File: src/rtl/alu_result_sequencer.sv
// alu_result_sequencer: captures the ALU result and serialises it as low/high beats onto the internal bus (optional one-hot check: ALU_RESULT_ONEHOT_CHECK_EN)
module alu_result_sequencer #(
    parameter int BITS      = 32,
    parameter int SIG_COUNT = 12,
    parameter int CNT_BITS  = 8
) (
    input  logic                 clock,
    input  logic                 clear,
    input  logic                 capture_in,
    input  logic [SIG_COUNT-1:0] ctrl_signal,
    input  logic [2*BITS-1:0]    result_in,
    output logic                 in_ready,
    output logic [BITS-1:0]      bus_out,
    output logic                 bus_valid,
    input  logic                 bus_ready,
    output logic                 beat_high,
    output logic [BITS-1:0]      hi_out,
    output logic [BITS-1:0]      lo_out,
    output logic [CNT_BITS-1:0]  ops_done,
    output logic                 op_error
);
    typedef enum logic [1:0] {IDLE, LOW, HIGH} state_t;
    state_t              state;
    logic [2*BITS-1:0]   result_q;
    logic                wide_q;
    logic                wide;
    logic                ok;
    logic                last;
    logic                xfer;
    logic                cap;
    assign wide = ctrl_signal[2] | ctrl_signal[3];
`ifdef ALU_RESULT_ONEHOT_CHECK_EN
    assign ok = (ctrl_signal != '0) && ((ctrl_signal & (ctrl_signal - SIG_COUNT'(1))) == '0);
    // sticky flag for captures carrying a malformed op code
    always_ff @(posedge clock or posedge clear) begin
        if (clear)
            op_error <= 1'b0;
        else if (capture_in && in_ready && !ok)
            op_error <= 1'b1;
    end
`else
    logic unused_ctrl;
    assign unused_ctrl = ^ctrl_signal;
    assign ok          = 1'b1;
    assign op_error    = 1'b0;
`endif
    assign bus_valid = state != IDLE;
    assign beat_high = state == HIGH;
    assign bus_out   = state == HIGH ? result_q[2*BITS-1:BITS] : state == LOW ? result_q[BITS-1:0] : '0;
    assign last      = state == HIGH || (state == LOW && !wide_q);
    assign xfer      = bus_valid && bus_ready;
    assign in_ready  = state == IDLE || (last && bus_ready);
    assign cap       = capture_in && in_ready && ok;
    // capture, beat sequencing, HI/LO latching and drained-result count
    always_ff @(posedge clock or posedge clear) begin
        if (clear) begin
            state    <= IDLE;
            result_q <= '0;
            wide_q   <= 1'b0;
            hi_out   <= '0;
            lo_out   <= '0;
            ops_done <= '0;
        end else begin
            if (cap) begin
                state    <= LOW;
                result_q <= result_in;
                wide_q   <= wide;
                if (wide) begin
                    hi_out <= result_in[2*BITS-1:BITS];
                    lo_out <= result_in[BITS-1:0];
                end
            end else if (xfer)
                state <= (state == LOW && wide_q) ? HIGH : IDLE;
            if (xfer && last)
                ops_done <= ops_done + CNT_BITS'(1);
        end
    end
endmodule

File: config.mk
export PLATFORM = sky130hd
export DESIGN_NAME = alu_result_sequencer
export DESIGN_NICKNAME = d
export VERILOG_FILES = /design/src/rtl/alu_result_sequencer.sv
export SDC_FILE = /design/constraint.sdc
export NUM_CORES = 1
export LEC_CHECK = 0
export ABC_AREA = 1
export BUFFER_PORTS_ARGS = -buffer_cell sky130_fd_sc_hd__buf_4
export CAP_MARGIN = 10
export CORE_AREA = 2 2 158 83
export CTS_CLUSTER_SIZE = 10
export DETAILED_ROUTE_END_ITERATION = 12
export DIE_AREA = 0 0 160 85
export PLACE_DENSITY_LB_ADDON = 0.08
export RECOVER_POWER = 25
export SLEW_MARGIN = 40
export SYNTH_ARGS = -nofsm -noshare
export SYNTH_HDL_FRONTEND = slang
export SYNTH_SLANG_ARGS = --single-unit
File: constraint.sdc
create_clock -name clock -period 6.1 [get_ports clock]
set_input_delay 0.915 -clock clock [delete_from_list [all_inputs] [get_ports clock]]
set_output_delay 0.915 -clock clock [all_outputs]
set_load 0.05 [all_outputs]
==> reports/metrics.yaml <==
critical_path:
  rrSetupSlack_ns: 2.52
  crit_required_ns: 5.18
  crit_path_max_fanout: 64
  r2r_cells: 9
  critPathKind: "reg -> out"
  r2r-end: "lo_out[31]"
  rr_startpoint: "state[1]"
  setup.worst_path.start_class: "flip-flop"
  worstPathArrival_ns: 3.02
  endpoint_kind: "primary output"
yosys:
  synth_area_leaders: "dfrtp_1, nand2_1, nand3_1, nand4_1, buf_4"
  ys_dominant_reg_cell: "dfrtp_1"
  yosysUniqueCellTypes: 22
  yosysTopAreaCell: "dfrtp_1"
  postSynthNetCount: 823
  synthCells: 742
  yosysWarnings: 0
  synth_area_sq_um: 6250
  yosysMostFrequentCell: "nand2_1"
  ys_top_cells_by_count: "nand2_1, dfrtp_1, nand3_1"
  ys_seq_area_share_pct: 55.7
  syn_area_per_cell_sq_um: 8.42
  ys_ff_latch: 139
  netlist.area_leader.share_pct: 55.7
  synth_edf_count: 0
  synthArstFlopShare_pct: 100
sta:
  skew_ns: 0.00790
  worst_pin_slew_ns: 2.88
  fin_crit_sh_pct: 64.6
  rsz0062_at_grt: "no"
  fmax_mhz: 254
  hold_viol: 0
  relSlewSlack_pct: -93.1
  min_period_ns: 3.94
  drv_slew: 65
  timing.setup.tns_ns: 0
  fin_ws_ns: 2.16
  setup_viol: 0
drt:
  via_per_inst: 5.37
  num_vias: 5714
  wirelength_um: 18500
  ant_nets: 0
  avgRoutedWirePerCell_um: 17.4
  first_iter_violations: 547
  drc_errors: 0
  dr.pass1.iters: 5
clocking:
  cts_tree: "built"
  cts_sinks: 139
  cts_max_level: 4
  post_cts_resize_count: 0
  cts_root_buffer: "clkbuf_16"
  clockBufferDepth: 2
  cts_made_buffers: 17
  cts.clk_slew.worst_paths_ns: 0.06
  post-cts-setup-buffers: 0
  holdBufCountCts: 0
  worstSkewPairLatency_ns: 0.41
global_route:
  grt_pass1_wl_um: 28900
  antenna_found_initial: 0
  grt_pass1_vias: 5283
  grt_max_degree: 103
  grtUsageTotal_pct: 27.3
  grt_overflow: 0
placement:
  dp_hpwl_um: 12300
  place_area_sq_um: 7470
  io_buffers: 176
  place.gp.congestion: 0.899
  post-place-ws_ns: 3.08
cells_and_area:
  n_fill_cell: 1051
  register_area_sq_um: 3480
  multiInputGateArea_sq_um: 2350
  syn_to_final_growth_pct: 28.7
  fin_nets: 963
  n_antenna_cell: 0
  drive_above_1_share_pct: 24.4
  final_cell_area_sq_um: 8040
run:
  max_cap_viol_count: 1
worst_hold_path:
  min_path_type: "reg -> reg"
  hold_start: "hi_out[3]"
  whs_path_depth: 2
  min_to: "hi_out[3]"
floorplanning:
  die_h_um: 85
  die_x_um: 160
  initial_core_util_pct: 50.9
  dieArea_sq_um: 13600
  core_area_sq_um: 12300
  ios: 188
  rows: 29
outcome:
  status: "complete, but fails checks"
  violations: "capacitance limit, slew limit"
power_and_ir_drop:
  p_per_area_nw_per_um2: 705
  ir_drop_mv: 0.407
  p_leak_nw: 4.41
critical path, stage by stage (launching register included):
cell     delay (ns)
dfrtp_1        0.37
inv_1          0.75
nand3_1        0.15
nand2_1        0.12
nand2_1        0.26
nand2_4        0.61
buf_4          0.32
layout by cell type (no fill, tap or decap):
cell / instances
buf_4: 177
clkinvlp_2: 1
nor3_1: 2
or2_2: 1
conb_1: 1
buf_6: 2
bufinv_16: 2
clkinvlp_4: 5
clkbuf_1: 2
xor2_1: 5
xnor2_1: 1
dfrtp_1: 138
nand2_1: 347
ha_1: 1
nand3_2: 1
inv_2: 2
clkinv_4: 2
clkbuf_16: 17
inv_1: 11
o21ai_0: 3
inv_6: 3
clkbuf_8: 1
nand2_4: 2
nand3b_1: 1
clkbuf_4: 1
nand3_1: 97
nand4_1: 67
dfrtp_2: 1
through the flow:
step	power, mW	hold WS [ns]	cells	utilization [%]
final	5.67	0.471	1064	65.6
after CTS	5.69	0.475	1064	65.7
after global placement	4.57	0.455	1033	60.8
after floorplan	3.84	0.442	742	-
after detailed placement	4.65	0.460	1033	60.9
after global routing	5.97	0.491	1064	65.6
cell type report:
cell class	instances	area share, %
multi-input combinational	529	29.2
tap	170	2.65
sequential	139	43.3
clock buffer	19	5.51
inverter	14	0.669
timing repair buffer	181	16.9
clock inverter	12	1.76
layer usage:
metal | wire [um] | vias up | global-route usage [%]
met2 | 7490 | 273 | 36.6
met1 | 9060 | 2725 | 42.9
met5 | 0 | - | 0
met4 | 129 | 0 | 5.41
met3 | 1790 | 13 | 8.94
li1 | - | 2703 | -
how the worst max path moves through the flow:
stage,end,from,slack (ns)
after floorplan,hi_out[0],clear,1.46
after global placement,state[0],state[0],2.81
after detailed placement,lo_out[31],state[1],3.08
after CTS,in_ready,state[1],2.72
after global routing,in_ready,state[1],1.98
final,in_ready,state[1],2.16
power by group:
| group | leakage, nW | internal (mW) | switching [mW] |
|---|---|---|---|
| clock | 0.269 | 0.615 | 0.406 |
| sequential | 1.72 | 1.36 | 0.321 |
| combinational | 2.43 | 0.783 | 2.18 |
| total | 4.41 | 2.76 | 2.91 |
sequential cells by signal, summed over array words and instances, names as in the netlist:
| signal | count |
|---|---|
| state | 2 |
| result_q | 64 |
| wide_q | 1 |
| ops_done | 8 |
| lo_out | 32 |
| hi_out | 32 |
cell families after synthesis:
family,Yosys count,share of synthesized area (%)
AOI/OAI and AO/OA,3,0.240
adders and majority gates,1,0.200
and+or+nand+nor,518,36.3
xor gates and xnor gates,6,0.841
DFF,139,55.7
buffers and inverters,74,6.65
other,1,0.0600
Note: power is estimated with default switching activity, not from simulation.
